[config.mk]
export PLATFORM = sky130hd
export DESIGN_NAME = memory_game_ctrl
export DESIGN_NICKNAME = d
export VERILOG_FILES = /design/src/rtl/memory_game_pkg.sv /design/src/rtl/game_tick_gen.sv /design/src/rtl/memory_game_ctrl.sv
export SDC_FILE = /design/constraint.sdc
export NUM_CORES = 1
export LEC_CHECK = 0
export CAP_MARGIN = 20
export CORE_UTILIZATION = 30
export DETAILED_ROUTE_END_ITERATION = 8
export RECOVER_POWER = 50
export SYNTH_ARGS = -nofsm -noshare
export SYNTH_HDL_FRONTEND = slang
export SYNTH_SLANG_ARGS = --single-unit
[constraint.sdc]
create_clock -name clk -period 7.15 [get_ports clk]
set_input_delay 0.715 -clock clk [delete_from_list [all_inputs] [get_ports clk]]
set_output_delay 0.715 -clock clk [all_outputs]
set_load 0.05 [all_outputs]
[src/rtl/memory_game_pkg.sv]
// rtl/memory_game_pkg.sv - shared types and constants for the memory game controller
// Holds the controller state encoding, the round index width, the pattern
// table shown to the player each round, and the two LED frames used on loss.
package memory_game_pkg;

    typedef enum logic [2:0] {
        IDLE,
        SHOW,
        GAP,
        RESPOND,
        PASS,
        WIN,
        LOSE
    } state_t;

    localparam int ROUND_W = 3;

    // Entries 4..7 are reserved and stay blank.
    localparam logic [15:0] PATTERN [0:7] = '{
        16'h0044, 16'h00B2, 16'h212A, 16'hD283,
        16'h0000, 16'h0000, 16'h0000, 16'h0000
    };

    localparam logic [15:0] LOSE_A = 16'h00FF;
    localparam logic [15:0] LOSE_B = 16'hFF00;

endpackage

[src/rtl/game_tick_gen.sv]
// rtl/game_tick_gen.sv - game tick enable divider
// Ports:
//   clk  - system clock
//   rst  - asynchronous active-high reset
//   clr  - synchronous clear of the divider (game restart)
//   tick - one-cycle pulse every TICK_DIV clk cycles
module game_tick_gen #(
    parameter int TICK_DIV = 25_000_000
) (
    input  logic clk,
    input  logic rst,
    input  logic clr,
    output logic tick
);

    localparam int DIV_W = (TICK_DIV > 2) ? $clog2(TICK_DIV) : 1;
    localparam logic [DIV_W-1:0] DIV_LAST = DIV_W'(TICK_DIV - 1);

    logic [DIV_W-1:0] div;

    // A clear restarts the phase so the first tick lands TICK_DIV cycles later.
    always_ff @(posedge clk or posedge rst) begin
        if (rst) begin
            div <= '0;
        end else if (clr || div == DIV_LAST) begin
            div <= '0;
        end else begin
            div <= div + 1'b1;
        end
    end

    assign tick = (div == DIV_LAST);

endmodule

[src/rtl/memory_game_ctrl.sv]
// rtl/memory_game_ctrl.sv - round sequencer for the 16-switch/16-LED memory game
// Ports:
//   clk, rst - system clock, asynchronous active-high reset
//   start    - begins or restarts a game from IDLE, WIN or LOSE
//   sw       - raw board switches (asynchronous, synchronised here)
//   led      - registered LED drive
//   round    - current 0-based round index
//   busy     - high while a round is in progress (SHOW/GAP/RESPOND/PASS)
//   win/lose - game outcome flags
module memory_game_ctrl
    import memory_game_pkg::*;
#(
    parameter int TICK_DIV    = 25_000_000,
    parameter int NUM_ROUNDS  = 4,
    parameter int SHOW_TICKS  = 4,
    parameter int GAP_TICKS   = 2,
    parameter int RESP_TICKS  = 10,
    parameter int CELEB_TICKS = 2
) (
    input  logic               clk,
    input  logic               rst,
    input  logic               start,
    input  logic [15:0]        sw,
    output logic [15:0]        led,
    output logic [ROUND_W-1:0] round,
    output logic               busy,
    output logic               win,
    output logic               lose
);

    localparam int TIMER_W = 16;
    localparam logic [ROUND_W-1:0] LAST_ROUND = ROUND_W'(NUM_ROUNDS - 1);

    state_t             state;
    logic [15:0]        sw_m;
    logic [15:0]        sw_s;
    logic [TIMER_W-1:0] timer;
    logic [TIMER_W-1:0] limit;
    logic               tick;
    logic               start_ok;
    logic               last_tick;

    assign start_ok = start && (state == IDLE || state == WIN || state == LOSE);

    game_tick_gen #(
        .TICK_DIV(TICK_DIV)
    ) u_tick (
        .clk (clk),
        .rst (rst),
        .clr (start_ok),
        .tick(tick)
    );

    // Terminal timer value for each timed state.
    always_comb begin
        limit = '0;
        case (state)
            SHOW:    limit = TIMER_W'(SHOW_TICKS - 1);
            GAP:     limit = TIMER_W'(GAP_TICKS - 1);
            RESPOND: limit = TIMER_W'(RESP_TICKS - 1);
            PASS:    limit = TIMER_W'(CELEB_TICKS - 1);
            default: limit = '0;
        endcase
    end

    assign last_tick = tick && (timer == limit);

    always_ff @(posedge clk or posedge rst) begin
        if (rst) begin
            sw_m <= '0;
            sw_s <= '0;
        end else begin
            sw_m <= sw;
            sw_s <= sw_m;
        end
    end

    always_ff @(posedge clk or posedge rst) begin
        if (rst) begin
            state <= IDLE;
            led   <= '0;
            round <= '0;
            busy  <= 1'b0;
            win   <= 1'b0;
            lose  <= 1'b0;
            timer <= '0;
        end else if (start_ok) begin
            // Restart takes priority over a coincident tick (no LOSE toggle).
            state <= SHOW;
            led   <= PATTERN[0];
            round <= '0;
            busy  <= 1'b1;
            win   <= 1'b0;
            lose  <= 1'b0;
            timer <= '0;
        end else begin
            // busy marks exactly the timed states; transitions below override.
            if (tick && busy) begin
                timer <= timer + 1'b1;
            end
            case (state)
                SHOW: begin
                    if (last_tick) begin
                        state <= GAP;
                        led   <= '0;
                        timer <= '0;
                    end
                end
                GAP: begin
                    if (last_tick) begin
                        state <= RESPOND;
                        timer <= '0;
                    end
                end
                RESPOND: begin
                    if (last_tick) begin
                        timer <= '0;
                        if (sw_s == PATTERN[round]) begin
                            state <= PASS;
                            led   <= 16'hFFFF;
                        end else begin
                            state <= LOSE;
                            led   <= LOSE_A;
                            busy  <= 1'b0;
                            lose  <= 1'b1;
                        end
                    end
                end
                PASS: begin
                    if (last_tick) begin
                        timer <= '0;
                        if (round == LAST_ROUND) begin
                            state <= WIN;
                            busy  <= 1'b0;
                            win   <= 1'b1;
                        end else begin
                            state <= SHOW;
                            round <= round + 1'b1;
                            led   <= PATTERN[round + 1'b1];
                        end
                    end
                end
                LOSE: begin
                    if (tick) begin
                        led <= (led == LOSE_A) ? LOSE_B : LOSE_A;
                    end
                end
                default: begin
                end
            endcase
        end
    end

endmodule

==> results_tabular.tex <==
\begin{tabular}{lr}
\hline
Metric & Value \\
\hline
\multicolumn{2}{l}{\textbf{Timing}} \\
FMAX & 344 MHz \\
Number of max-slew violations in the final report & 48 \\
Final setup skew & 0.00826 ns \\
Setup repair after global routing missed its margin & no \\
Worst slew margin relative to its limit & -0.299 \\
Number of endpoints with negative hold slack in the final report & 0 \\
Final-report setup violation count & 0 \\
Aggregate negative setup slack & 0 ns \\
Transition time at the pin with the least slew margin & 1.94 ns \\
Worst Hold Margin & 0.348 ns \\
Period utilisation layout & 0.406 \\
Final Critical Period & 2.90 ns \\
\multicolumn{2}{l}{\textbf{CTS}} \\
Cts-stage hold buffer count & 0 \\
Clock Tree Buf Depth & 2 \\
H-Tree Level Count & 3 \\
Root buffer cell & clkbuf\_16 \\
Clock slew seen by the registers of the worst setup and hold paths & 0.07 ns \\
Post-CTS Setup Bufs & 0 \\
Insertion delay to the later sink of the worst-skew pair & 0.34 ns \\
Post-cts gate resize count & 0 \\
Number of clock sinks & 92 \\
Clock tree from TritonCTS & yes \\
Number of buffers inserted during clock tree synthesis & 9 \\
\multicolumn{2}{l}{\textbf{Worst setup path}} \\
Critical Path RT & 7.37 ns \\
Largest fanout of any net on the critical path & 20 \\
Critical path capture point type & register \\
Delay of the slowest critical-path stage & 0.76 ns \\
Cell class contributing the biggest share of worst-path delay & compound AO/OA/AOI/OAI gates \\
Critical-path top delay cell & dfrtp\_1 \\
Sort of element at the start of the critical path & register \\
Number of buffer and inverter stages on the critical path & 0 \\
Type of the setup path with the least slack & register to register \\
Worst endpoint data arrival time & 3.12 ns \\
Cell Chain, Critical Path & xor2\_1 -> or3\_1 -> a31oi\_1 -> o211a\_1 -> o21a\_1 -> mux2\_2 \\
\multicolumn{2}{l}{\textbf{Cells and area}} \\
Number of nets at the end of the flow & 501 \\
Share of layout cells above drive strength 1 & 0.0819 \\
Final antenna diode count & 0 \\
Layout overhead on the synthesized area & 18.3\% \\
\multicolumn{2}{l}{\textbf{Floorplan}} \\
Starting Density & 0.308 \\
Total die area & 15500 um2 \\
Horiz. Die Dim & 124 um \\
I/O pin cnt & 41 \\
Die Y & 124 um \\
Num rows & 44 \\
Core Region & 14600 um2 \\
\multicolumn{2}{l}{\textbf{Logic synthesis}} \\
Primary FF master, synth & dfrtp\_1 \\
Post-synthesis register bit count & 92 \\
Synth Instances & 441 \\
Leading post-synthesis cells by cell area & dfrtp\_1 (51\%), nor2\_1 (5.3\%), xnor2\_1 (5.1\%) \\
Proportion of synthesized flip-flops having asynchronous set or reset & 1.00 \\
Mapped cell area & 4490 um2 \\
Number of enable-type register cells in the synthesized netlist & 0 \\
Share of synthesized area occupied by flip-flops and latches & 0.513 \\
Synth cell types & 57 \\
Net count of the mapped netlist & 471 \\
Number of warnings reported in the yosys synthesis log & 0 \\
Mean post-synth cell area & 10.2 um2 \\
Yosys top cell by area & dfrtp\_1 \\
Area share of the leading cell type in the synthesized netlist & 0.513 \\
\multicolumn{2}{l}{\textbf{Global route}} \\
Total global-route track usage & 0.114 \\
Aggregate global routing overflow & 0 \\
Met1 Usage GRT & 0.149 \\
Vias in the first global route & 3087 \\
Antenna violations before repair & 0 \\
Peak-usage layer in the global routing report & met2 \\
First-pass GRT wire length & 14.6 mm \\
Met2 usage & 0.186 \\
Maximum number of pins on one net before global-route repair & 48 \\
Met3 Track Usage GR & 0.0249 \\
\multicolumn{2}{l}{\textbf{Drt}} \\
First-iteration detailed-routing DRC count & 123 \\
Post-route DRC violation count & 0 \\
Average wire per cell in the routed design & 12.9 um \\
Count of nets left with antenna violations after detail routing & 0 \\
DRT Pass-1 Iters & 4 \\
Final Routed Wirelength & 8.52 mm \\
Post-DR vias/cell & 4.85 \\
Via count & 3198 \\
\multicolumn{2}{l}{\textbf{Hold path}} \\
Type of the most critical hold path & register to register \\
\multicolumn{2}{l}{\textbf{Job}} \\
Count of maximum capacitance violations & 1 \\
\multicolumn{2}{l}{\textbf{Run status}} \\
Failing checks & capacitance limit, slew limit \\
Result of the run & complete, but fails checks \\
\multicolumn{2}{l}{\textbf{Place}} \\
Number of buffer cells added on primary ports & 40 \\
Final weighted congestion in routability-driven placement & 0.792 \\
Total half-perimeter wirelength after legalization and detailed placement & 6.00 mm \\
\multicolumn{2}{l}{\textbf{Power and ir drop}} \\
Static Leak & 2.30 nW \\
Post-route total power & 1.41 mW \\
Total power per unit cell area & 266 nW/um2 \\
VDD IR-drop max & 0.000131 V \\
\hline
\end{tabular}
## Yosys cell counts, types with 2 or more instances
cell,number
nand3b_1,2
nor4_1,8
nand4_1,12
o211a_1,2
nor3b_1,3
o21ai_0,10
or3_1,4
mux2i_1,3
nand2b_1,7
mux2_2,10
o31ai_1,2
and3_1,5
nor3_1,18
xnor2_1,26
nor2_1,63
o21a_1,2
ha_1,11
buf_4,6
nand3_1,17
dfrtp_1,92
a31oi_1,4
xor2_1,19
a22o_1,4
buf_2,8
and4_1,4
a211oi_1,4
a21o_1,2
nand2_1,30
clkbuf_1,5
nor2b_1,5
a21oi_1,9
inv_1,19
## final cells by class
class,count,area (um2)
Timing Repair Buffer,41,408
Clock buffer,9,225
Multi-Input combinational cell,308,1990
Clock inverter,7,81.3
Inverter,19,72.6
Sequential cell,92,2300
Tap cell,184,230
Fill cell,1402,9280
## metal layers
layer / part of all wire / routed length [um] / vias up
li1: - / - / 1574
met1: 0.48 / 4060 / 1539
met2: 0.48 / 4050 / 75
met3: 0.036 / 306 / 10
met4: 0.012 / 98 / 0
met5: 0 / 0 / -
## sequential cells by signal (all words and copies together), names as in the netlist
| register | flops |
|---|---|
| busy | 1 |
| state | 3 |
| led | 10 |
| round | 3 |
| timer | 16 |
| u_tick.div | 25 |
| win | 1 |
| sw_s | 16 |
| sw_m | 16 |
| lose | 1 |
## path summary, 6_finish.rpt
kind | startpoint | to | slack, ns | cells past startpoint
worst max-delay path | state[1]$_DFFE_PP0P_ | state[0]$_DFFE_PP0P_ | 4.25 | 6
max in group asynchronous | rst | u_tick.div[5]$_DFF_PP0_ | 4.49 | 3
worst min-delay path | sw_m[13]$_DFF_PP0_ | sw_s[13]$_DFF_PP0_ | 0.35 | 0
min in group asynchronous | rst | sw_m[10]$_DFF_PP0_ | 1.34 | 2
worst max register to register | state[1]$_DFFE_PP0P_ | state[0]$_DFFE_PP0P_ | 4.25 | 6
worst min register to register | sw_m[13]$_DFF_PP0_ | sw_s[13]$_DFF_PP0_ | 0.35 | 0
## cell usage in the layout (no fill, tap or decap), types with 11 or more instances in the layout
cell and count:
clkdlybuf4s50_1 23, dfrtp_1 92, inv_1 18, nand3_1 17
nand4_1 12, xnor2_1 26, nor2_1 63, ha_1 11
nand2_1 30, xor2_1 19, dlygate4sd3_1 17, nor3_1 18
## report_power, final
group	total [mW]	switching [mW]	leakage (nW)	internal (mW)
Clock	0.482	0.205	0.152	0.276
Sequential	0.624	0.0534	1.18	0.571
Combinational	0.307	0.181	0.962	0.126
## cell families (layout without fill, tap and decap cells)
family,count (synthesis),in the layout,synth area share
AO/OA/AOI/OAI,49,49,0.0797
AND/OR/NAND/NOR,189,189,0.212
multiplexers,13,13,0.0318
adder cells (fa/ha/maj),12,12,0.0329
flip-flops,92,92,0.513
buffers and inverters,41,76,0.0435
XOR/XNOR,45,45,0.0877
## through the flow
step	setup WS, ns	utilization	cells	instance area, um2
after global routing	4.03	0.364	660	5310
after detailed placement	4.28	0.343	644	5010
final	4.25	0.364	660	5310
after global placement	4.33	0.343	644	5010
after CTS	4.26	0.364	660	5310
after floorplan	4.04	-	441	4490
No activity file was read; power rests on OpenSTA's default activity.
